File: src/rtl/ifetch_unit_if.sv
// Instruction bus interface for ifetch_unit.
// Fixed latency 1: rdata in cycle t+1 is the word at the araddr driven in cycle t.
interface ibus_if #(
  parameter int ADDR_WIDTH = 32,
  parameter int DATA_WIDTH = 32
);
  logic [ADDR_WIDTH-1:0] araddr;
  logic [DATA_WIDTH-1:0] rdata;

  modport mgr (output araddr, input rdata);
  modport sub (input araddr, output rdata);
endinterface

File: src/rtl/ifetch_unit.sv
// Instruction fetch unit. It issues word addresses on a fixed-latency-1 bus,
// buffers the responses in a small FIFO and hands {inst, pc} to decode with
// a valid/ready handshake. A fetch is issued only when a FIFO slot is
// guaranteed free, counting the response still in flight. A redirect flushes
// the FIFO, drops the response arriving that cycle and restarts at the target.
// Optional macro IFETCH_UNIT_PERF_EN adds perf_fetch_cnt_o, a 32-bit count of
// accepted instructions.
module ifetch_unit #(
  parameter int                    ADDR_WIDTH = 32,
  parameter int                    DATA_WIDTH = 32,
  parameter logic [ADDR_WIDTH-1:0] RESET_PC   = '0,
  parameter int                    FIFO_DEPTH = 2
) (
  input  logic                  clk_i,
  input  logic                  rst_ni,
  ibus_if.mgr                   ibus,
  input  logic                  redirect_i,
  input  logic [ADDR_WIDTH-1:0] redirect_pc_i,
  output logic                  inst_valid_o,
  input  logic                  inst_ready_i,
  output logic [DATA_WIDTH-1:0] inst_o,
  output logic [ADDR_WIDTH-1:0] pc_o
`ifdef IFETCH_UNIT_PERF_EN
  ,
  output logic [31:0]           perf_fetch_cnt_o
`endif
);

  localparam int PTR_W = $clog2(FIFO_DEPTH);
  localparam int CNT_W = PTR_W + 1;
  localparam logic [CNT_W:0] DEPTH_C = (CNT_W+1)'(FIFO_DEPTH);

  logic [ADDR_WIDTH-1:0] pc_q;
  logic [ADDR_WIDTH-1:0] rpc_q;
  logic                  req_q;
  logic [CNT_W-1:0]      count_q;
  logic [PTR_W-1:0]      wptr_q;
  logic [PTR_W-1:0]      rptr_q;
  logic [DATA_WIDTH-1:0] mem_inst [FIFO_DEPTH];
  logic [ADDR_WIDTH-1:0] mem_pc   [FIFO_DEPTH];

  logic [ADDR_WIDTH-1:0] target;
  logic [ADDR_WIDTH-1:0] araddr;
  logic [CNT_W:0]        occupancy;
  logic                  pop;
  logic                  push;
  logic                  issue;
  logic [1:0]            target_lsb_unused;

  // Word-aligned redirect target; the low two address bits are ignored.
  assign target            = {redirect_pc_i[ADDR_WIDTH-1:2], 2'b00};
  assign target_lsb_unused = redirect_pc_i[1:0];

  assign pop  = inst_valid_o & inst_ready_i;
  assign push = req_q & ~redirect_i;

  // Issue decision: occupancy after this cycle, counting the in-flight response.
  always_comb begin
    occupancy = {1'b0, count_q} + {{CNT_W{1'b0}}, req_q} - {{CNT_W{1'b0}}, pop};
    issue     = redirect_i | (occupancy < DEPTH_C);
    araddr    = redirect_i ? target : pc_q;
  end

  assign ibus.araddr = araddr;

  // Fetch PC, in-flight request flag and the address of the in-flight request.
  always_ff @(posedge clk_i or negedge rst_ni) begin
    if (!rst_ni) begin
      pc_q  <= RESET_PC;
      req_q <= 1'b0;
      rpc_q <= '0;
    end else begin
      req_q <= issue;
      rpc_q <= araddr;
      if (issue) pc_q <= araddr + ADDR_WIDTH'(4);
    end
  end

  // FIFO occupancy and pointers; a redirect empties the buffer outright.
  always_ff @(posedge clk_i or negedge rst_ni) begin
    if (!rst_ni) begin
      count_q <= '0;
      wptr_q  <= '0;
      rptr_q  <= '0;
    end else if (redirect_i) begin
      count_q <= '0;
      wptr_q  <= '0;
      rptr_q  <= '0;
    end else begin
      if (push) wptr_q <= wptr_q + PTR_W'(1);
      if (pop)  rptr_q <= rptr_q + PTR_W'(1);
      case ({push, pop})
        2'b10:   count_q <= count_q + CNT_W'(1);
        2'b01:   count_q <= count_q - CNT_W'(1);
        default: count_q <= count_q;
      endcase
    end
  end

  // FIFO storage, written with the response and the address it belongs to.
  always_ff @(posedge clk_i or negedge rst_ni) begin
    if (!rst_ni) begin
      for (int i = 0; i < FIFO_DEPTH; i++) begin
        mem_inst[i] <= '0;
        mem_pc[i]   <= '0;
      end
    end else if (push) begin
      mem_inst[wptr_q] <= ibus.rdata;
      mem_pc[wptr_q]   <= rpc_q;
    end
  end

  assign inst_valid_o = (count_q != '0);
  assign inst_o       = mem_inst[rptr_q];
  assign pc_o         = mem_pc[rptr_q];

`ifdef IFETCH_UNIT_PERF_EN
  logic [31:0] perf_cnt_q;

  // Accepted-instruction counter; free-running, wraps at 2^32.
  always_ff @(posedge clk_i or negedge rst_ni) begin
    if (!rst_ni)  perf_cnt_q <= '0;
    else if (pop) perf_cnt_q <= perf_cnt_q + 32'd1;
  end

  assign perf_fetch_cnt_o = perf_cnt_q;
`else
  // No performance counter in this build.
`endif

endmodule

File: src/flat_wrapper.sv
// flat-port wrapper written by rule: the top's interface ports become plain ports
module ifetch_unit_flat 
#(
  parameter int                    ADDR_WIDTH = 32,
  parameter int                    DATA_WIDTH = 32,
  parameter logic [ADDR_WIDTH-1:0] RESET_PC   = '0,
  parameter int                    FIFO_DEPTH = 2
)
  (clk_i, rst_ni, redirect_i, redirect_pc_i, inst_valid_o, inst_ready_i, inst_o, pc_o, ibus_araddr, ibus_rdata);
  ibus_if #(.ADDR_WIDTH(ADDR_WIDTH), .DATA_WIDTH(DATA_WIDTH)) ibus_i ();
  input  logic clk_i;
  input  logic rst_ni;
  input  logic redirect_i;
  input  logic [ADDR_WIDTH-1:0] redirect_pc_i;
  output logic inst_valid_o;
  input  logic inst_ready_i;
  output logic [DATA_WIDTH-1:0] inst_o;
  output logic [ADDR_WIDTH-1:0] pc_o;
  output wire logic [$bits(ibus_i.araddr)-1:0] ibus_araddr;
  input wire logic [$bits(ibus_i.rdata)-1:0] ibus_rdata;
  assign ibus_araddr = ibus_i.araddr;
  assign ibus_i.rdata = ibus_rdata;
  ifetch_unit #(.ADDR_WIDTH(ADDR_WIDTH), .DATA_WIDTH(DATA_WIDTH), .RESET_PC(RESET_PC), .FIFO_DEPTH(FIFO_DEPTH)) u_core (.clk_i(clk_i), .rst_ni(rst_ni), .ibus(ibus_i), .redirect_i(redirect_i), .redirect_pc_i(redirect_pc_i), .inst_valid_o(inst_valid_o), .inst_ready_i(inst_ready_i), .inst_o(inst_o), .pc_o(pc_o));
endmodule
File: config.mk
export PLATFORM = sky130hd
export DESIGN_NAME = ifetch_unit_flat
export DESIGN_NICKNAME = d
export VERILOG_FILES = /design/src/rtl/ifetch_unit_if.sv /design/src/rtl/ifetch_unit.sv /design/src/flat_wrapper.sv
export SDC_FILE = /design/constraint.sdc
export NUM_CORES = 1
export LEC_CHECK = 0
export CAP_MARGIN = 10
export CORE_MARGIN = 1.5
export CORE_UTILIZATION = 45
export DETAILED_ROUTE_END_ITERATION = 8
export GPL_TIMING_DRIVEN = 0
export PLACE_DENSITY = 0.74
export SYNTH_ARGS = -nofsm -noshare
export SYNTH_HDL_FRONTEND = slang
export SYNTH_SLANG_ARGS = --single-unit
File: constraint.sdc
create_clock -name clk_i -period 6.5 [get_ports clk_i]
set_input_delay 0.65 -clock clk_i [delete_from_list [all_inputs] [get_ports clk_i]]
set_output_delay 0.65 -clock clk_i [all_outputs]
set_load 0.01 [all_outputs]
==> impl_metrics.toml <==
[setup_path]
critPathMaxFanout = 10
critPathMaxStageDelay_ns = 0.60
reg2reg_depth = 10
worstPathCellList = "clkdlybuf4s50_1 > buf_4 > buf_6 > buf_2 > buf_1 > mux2_2 > ha_1 > nand4b_1 > a22oi_4 > nand3_1 > or4_1 > nand3_1"
crit_top_cell = "nand3_1"
worst-path-stages = 12
cp.required_ns = 6.86
path_buf_inv = 5
cp_top_family = "buffers and inverters"
crit_path_top_delay_cell = "clkdlybuf4s50_1"
crit_path_end_kind = "flop"
critPathKind = "primary input to flop"
arrival_ns = 4.47
critPathLaunchType = "primary input"

[sta]
hold_viol_final = 0
timing.slew.headroom_pct = 55.4
setup_viol = 0
min_period_over_period_pct = 63.3
tns_ns = 0
fmax_ghz = 0.243
rsz0062_at_grt = "no"
finClkSkew_ns = 0.0114
tightest_slew_ns = 0.669
min_period_ns = 4.12
drv_slew = 0

[cts]
cts_tree = "done"
cts_setup_buffers = 0
path_clk_slew_ns = 0.07
clock_path_buffers = 2
ctsResizeCount = 0
htree_levels = 4
cts_hold_buffers = 0
clock_latency_ns = 0.43
cts_buffers = 17
cts-root-buf = "clkbuf_16"
cts_sinks = 197

[logic_synthesis]
synthArstFlopShare_pct = 100
postSynthRegisterBits = 197
syn_nets = 752
synth_edf_count = 0
yosys.area_share.simple_pct = 9.19
synth-xor-area-share_pct = 1.91
syn_inst = 682
yosys_warnings = 0
synth_top_family_by_area = "multiplexers"
yosys-mux-area-fraction_pct = 27.5
ys_types = 64
avgSynthCellArea_um2 = 13.5
syn_area_mm2 = 0.00917
synth_fa_ha_area_share_pct = 0.355
synth_ff_type = "dfrtp_1"
synth-seq-area-share_pct = 53.7
synth-compound-area-share_pct = 4.79

[placed_design]
place_congestion = 0.890
place_area_mm2 = 0.0112
portBuffers = 162
place_hpwl_um = 14600

[drt]
avgRoutedWirePerCell_um = 18.1
totalWireLength_um = 20700
dr.pass1.iters = 7
viasPerCell = 5.30
vias = 6074
drcViolationCount = 0
ant_nets = 0
drt_iter0_drc = 318

[final_layout]
diodes = 0
nFillCells = 1627
postLayoutCellArea_mm2 = 0.0117
post-route-util_pct = 58.4
nets = 934
syn2layout_area_growth_pct = 28.0
multi_input_area_mm2 = 0.00402
drive_gt1_share_pct = 33.3
regArea_mm2 = 0.00493

[floorplan]
rows = 52
die_y_um = 146
io_pins = 165
core-area_mm2 = 0.0201
dieArea_mm2 = 0.0213
initial_utilization_pct = 45.6
fp.dieW_um = 146

[hold_path]
worstHoldPathType = "primary input to async pin"

[grt]
grt_pass1_wl_um = 33500
grt_max_degree = 117
antenna_found_initial = 0
track_usage_pct = 20.2
gr-total-overflow = 0
first_global_vias = 6251

[run]
drv_cap = 0

[pwr]
ir_drop_uv = 185
p_leak_nw = 4.88
p_total_mw = 5.45
p_per_area_mw_per_mm2 = 464

[run_status]
status = "completed"
## logic make-up (layout without fill, tap and decap cells)
kind of cell / count (synthesis) / in the layout
mux: 225 / 225
fa+ha+maj: 2 / 2
flops: 197 / 197
compound gates: 59 / 59
simple gates: 134 / 134
buf+inv: 45 / 239
xor+xnor: 20 / 20
## final timing paths
| path | endpoint | slack [ns] | startpoint |
|---|---|---|---|
| min in group clk_i | u_core.pc_q[0]$_DFFE_PN0P_ | 0.50 | u_core.pc_q[0]$_DFFE_PN0P_ |
| min | u_core.mem_pc[42]$_DFFE_PN0P_ | 0.20 | rst_ni |
| min reg2reg | u_core.pc_q[0]$_DFFE_PN0P_ | 0.50 | u_core.pc_q[0]$_DFFE_PN0P_ |
| max | u_core.pc_q[26]$_DFFE_PN0P_ | 2.38 | redirect_i |
| max in group asynchronous | u_core.mem_pc[30]$_DFFE_PN0P_ | 5.32 | rst_ni |
| max reg2reg | u_core.pc_q[9]$_DFFE_PN0P_ | 3.18 | u_core.count_q[1]$_DFFE_PN0P_ |
## synthesized netlist by cell type (6+ instances only)
library cell / number / share of area [%]
nor2_1: 24 / 0.98
mux2i_1: 8 / 0.87
xnor2_1: 10 / 0.95
nand3b_1: 6 / 0.49
inv_1: 7 / 0.29
a21oi_1: 20 / 1.1
clkbuf_1: 15 / 0.61
o31ai_1: 7 / 0.57
mux2_2: 216 / 27
nand3_1: 15 / 0.82
nand2_1: 32 / 1.3
o21ai_0: 10 / 0.55
and3_1: 6 / 0.41
buf_2: 16 / 0.87
xor2_1: 10 / 0.95
nand4_1: 8 / 0.55
dfrtp_1: 197 / 54
## worst reg2reg max path: cells and delay by family (launching register included)
family / cells / cell delay [ns]
buf+inv: 3 / 1.07
simple gates: 3 / 0.51
flops: 1 / 0.46
fa+ha+maj: 1 / 0.42
compound gates: 2 / 0.38
xor+xnor: 1 / 0.35
## sequential cells by signal, summed over array words and instances, names as in the netlist
signal           count
u_core.wptr_q        1
u_core.rptr_q        1
u_core.req_q         1
u_core.mem_pc       64
u_core.rpc_q        32
u_core.mem_inst     64
u_core.pc_q         32
u_core.count_q       2
## area by class of cell
class | count | area share [%]
Sequential cell | 197 | 42.0
Multi-Input combinational cell | 440 | 34.2
Tap cell | 270 | 2.88
Inverter | 8 | 0.256
Clock buffer | 18 | 3.74
Buffer | 37 | 1.68
Timing Repair Buffer | 163 | 14.1
Clock inverter | 13 | 1.15
## where the power goes
part / switching (mW) / internal, mW
logic: 0.974 / 1.36
clock network: 0.473 / 0.550
registers: 0.310 / 1.78
## cell usage in the layout (no fill, tap or decap), types with 4 or more instances in the layout
| master | instances |
|---|---|
| o31ai_1 | 7 |
| nor3_1 | 4 |
| inv_6 | 5 |
| clkdlybuf4s50_1 | 161 |
| clkbuf_1 | 15 |
| and3_1 | 6 |
| xnor2_1 | 10 |
| dfrtp_1 | 197 |
| mux2i_1 | 8 |
| nand3b_1 | 6 |
| buf_2 | 16 |
| xor2_1 | 10 |
| nor2_1 | 24 |
| nand2b_1 | 4 |
| nor2b_1 | 5 |
| nand3_1 | 15 |
| nand2_1 | 32 |
| clkbuf_16 | 17 |
| a21oi_1 | 20 |
| nand4b_1 | 4 |
| o21ai_0 | 10 |
| inv_1 | 7 |
| nand4_1 | 8 |
| mux2_2 | 216 |
## metrics by stage
stage          std cells  worst slack (ns)  hold WS (ns)
2_1_floorplan        682              3.39         0.354
3_5_place_dp        1115              2.02         0.471
5_1_grt             1146              2.20         0.236
6_report            1146              2.38         0.198
4_1_cts             1146              2.42         0.216
3_3_place_gp        1114             -3.51         0.461
## metal layers
layer  wire [um]  global-route usage (%)  vias up  share of wire [%]
li1            -                       -     2827                  -
met3         923                    3.92       14                4.5
met1        9390                    27.1     3045                 45
met5           0                       0        -                  0
met4         206                    6.07        0               0.99
met2       10200                    33.1      188                 49
Note: power is estimated with default switching activity, not from simulation.
==> patch: new RTL, same flow settings <==
`FIFO_DEPTH` is set to 2 in 2 places; all go to 4.
--- a/src/rtl/ifetch_unit.sv
+++ b/src/rtl/ifetch_unit.sv
@@ -11,3 +11,3 @@
   parameter logic [ADDR_WIDTH-1:0] RESET_PC   = '0,
-  parameter int                    FIFO_DEPTH = 2
+  parameter int                    FIFO_DEPTH = 4
 ) (
--- a/src/flat_wrapper.sv
+++ b/src/flat_wrapper.sv
@@ -6,3 +6,3 @@
   parameter logic [ADDR_WIDTH-1:0] RESET_PC   = '0,
-  parameter int                    FIFO_DEPTH = 2
+  parameter int                    FIFO_DEPTH = 4
 )
Check against the original RTL: not equivalent (Yosys sat finds a counterexample within 4 cycles, from zero or initial values and one cycle with rst_ni low).
==> patch against the unedited design <==
Sequential cell count rose by 131; largest power group unchanged; worst setup slack got worse by 230 ps; design area rose by 55%; die area rose by 60%; synthesized area rose by 62%; via count rose by 51%; count of clock-buffer cells in the layout rose by 33; register-to-register slack got worse by 290 ps; power rose by 64%; clock power rose by 92%; wire length rose by 59%.
==> patch: results (changes against the unedited design) <==
stage	metric	value	unit	change
run_status	status	finished clean		
detailed_routing	Initial DRT Pass Iterations	5		-2
clocking	H-tree Lvls	2		-2
clocking	clock buffer depth	3		+1
setup_path	r2r setup slk	2890	ps	-290 ps
final_layout	Layout Nets	1275		+37%
detailed_routing	via count	9142		+51%
setup_path	CP peak stage delay	580	ps	-20 ps
min_path	Hold Path Class	flop to flop		
clocking	worst skew pair latency	510	ps	+80 ps
grt	GRT Overall Usage	20.1	%	-0.10 points
final_layout	largest registers	u_core.mem_inst: 128 flops, u_core.mem_pc: 128 flops		
final_layout	fillers	2666		+64%
setup_path	worst-case reg-to-reg path depth	13		+3
setup_path	CP max-delay cell	buf_1		
grt	largest net degree at the start of global routing	115		-1.7%
detailed_routing	Initial DRC Count	451		+42%
setup_path	r2r endpoint	u_core.pc_q[14]		
power_and_ir_drop	Pleak	7.66	nW	+57%
detailed_routing	Routed wire per std cell	19.7	microns	+9.2%
grt	first-pass GRT wire length	53.1	mm	+59%
yosys	Synth Area in Compound Gates	3.02	%	-1.8 points
yosys	top cells by count, synth	dfrtp_1, mux2_2, mux4_2, buf_2, nand2_1		
placed_design	routability cong.	0.897		+0.82%
sta	Clock Skew	11.8	ps	+0.377 ps
grt	vias in the first global route	9722		+56%
setup_path	worst r2r src	u_core.count_q[0]		
placed_design	Final HPWL DP	22.7	mm	+55%
yosys	Seq/Total Area, Yosys	55.4	%	+1.6 points
clocking	CTS Buf Count	37		+20
clocking	Reg clk slew, reported paths	50	ps	-20 ps
yosys	mux cell area share after synthesis	31.7	%	+4.2 points
sta	worst-margin pin slew	927	ps	+258 ps
setup_path	CP arrival	4790	ps	+320 ps
yosys	Synth Area in XOR/XNOR	1.60	%	-0.31 points
setup_path	Critical Path End	u_core.pc_q[30]		
final_layout	layout cells sized above 1	36.8	%	+3.5 points
yosys	syn nets	1070		+42%
clocking	CTS Hold Buffers Added	1		+1
power_and_ir_drop	VDD IR max	0.000214	V	+16%
yosys	Adder-Cell Fraction of Synth Area	0.810	%	+0.46 points
-- patch: changes by cell type in the layout (fill, tap and decap cells not counted), sizes merged, moves of 5 or more --
cell and change:
clkinv +6, buf +26, mux2 +58, o211ai +5, mux4 +64, a21oi -7, ha +7, clkbuf +27
mux2i +8, dfrtp +131, inv +9
-- patch: kinds of logic (layout without fill, tap and decap cells) --
logic type      count (synthesis)  after routing
fa+ha+maj                       9              9
compound gates                 62             62
xor+xnor                       27             27
mux                           355            355
buf+inv                        78            309
simple gates                  134            134
flops                         328            328
-- patch: worst register-to-register path: stages (launching register included) --
cell and delay (ps):
dfrtp_1 450, o31ai_1 430, inv_1 230, ha_1 230
inv_1 50, ha_1 210, and3b_1 190, nor4_2 630
nor3_1 240, inv_1 120, buf_2 260, buf_2 310
nor2_1 70, a21oi_1 130
-- patch: how the worst min path moves through the flow --
| stage | start | endpoint | slack (ps) | cells after the start |
|---|---|---|---|---|
| global route | u_core.mem_inst[55] | u_core.mem_inst[55] | 510 | 1 |
| floorplan | rst_ni | u_core.count_q[0] | 350 | 0 |
| detailed placement | u_core.mem_pc[47] | u_core.mem_pc[47] | 490 | 1 |
| finish | u_core.mem_pc[47] | u_core.mem_pc[47] | 500 | 1 |
| global placement | u_core.pc_q[23] | u_core.pc_q[23] | 460 | 2 |
| CTS | u_core.mem_pc[47] | u_core.mem_pc[47] | 500 | 1 |
-- patch: per-stage QoR --
| stage | hold WS (ps) | setup WS (ps) | cells | total power, mW | setup TNS [ps] |
|---|---|---|---|---|---|
| 3_3_place_gp | 460 | -9070 | 1597 | 6.91 | -2963330 |
| 3_5_place_dp | 487 | 1710 | 1600 | 7.03 | 0 |
| 2_1_floorplan | 354 | 3160 | 993 | 5.59 | 0 |
| 4_1_cts | 499 | 2240 | 1666 | 9.03 | 0 |
| 6_report | 497 | 2150 | 1666 | 8.93 | 0 |
| 5_1_grt | 510 | 1990 | 1666 | 9.46 | 0 |
-- patch: layout make-up --
cell class / count / area [sq um] / area share [%]
clock buffers: 51 / 1070 / 5.87
clock inverters: 14 / 85.1 / 0.466
inverters: 23 / 86.3 / 0.473
plain buffers: 55 / 277 / 1.52
flip-flops and latches: 328 / 8210 / 45.0
multi-input cells: 587 / 6250 / 34.3
well taps: 442 / 553 / 3.03
repair buffers: 166 / 1720 / 9.42
-- patch: report_power, final --
group | leakage (nW) | switching [mW] | internal [mW]
Clock | 0.569 | 0.806 | 1.15
Sequential | 3.96 | 0.503 | 2.97
Combinational | 3.13 | 1.42 | 2.07
Total | 7.66 | 2.73 | 6.20
-- patch: routing by layer --
metal / vias up / track usage, % / share of wire [%]
met1: 4714 / 27.7 / 44
met3: 53 / 3.54 / 5.6
li1: 4091 / - / -
met2: 284 / 32.8 / 48
met4: 0 / 5.15 / 2.0
met5: - / 0 / 0
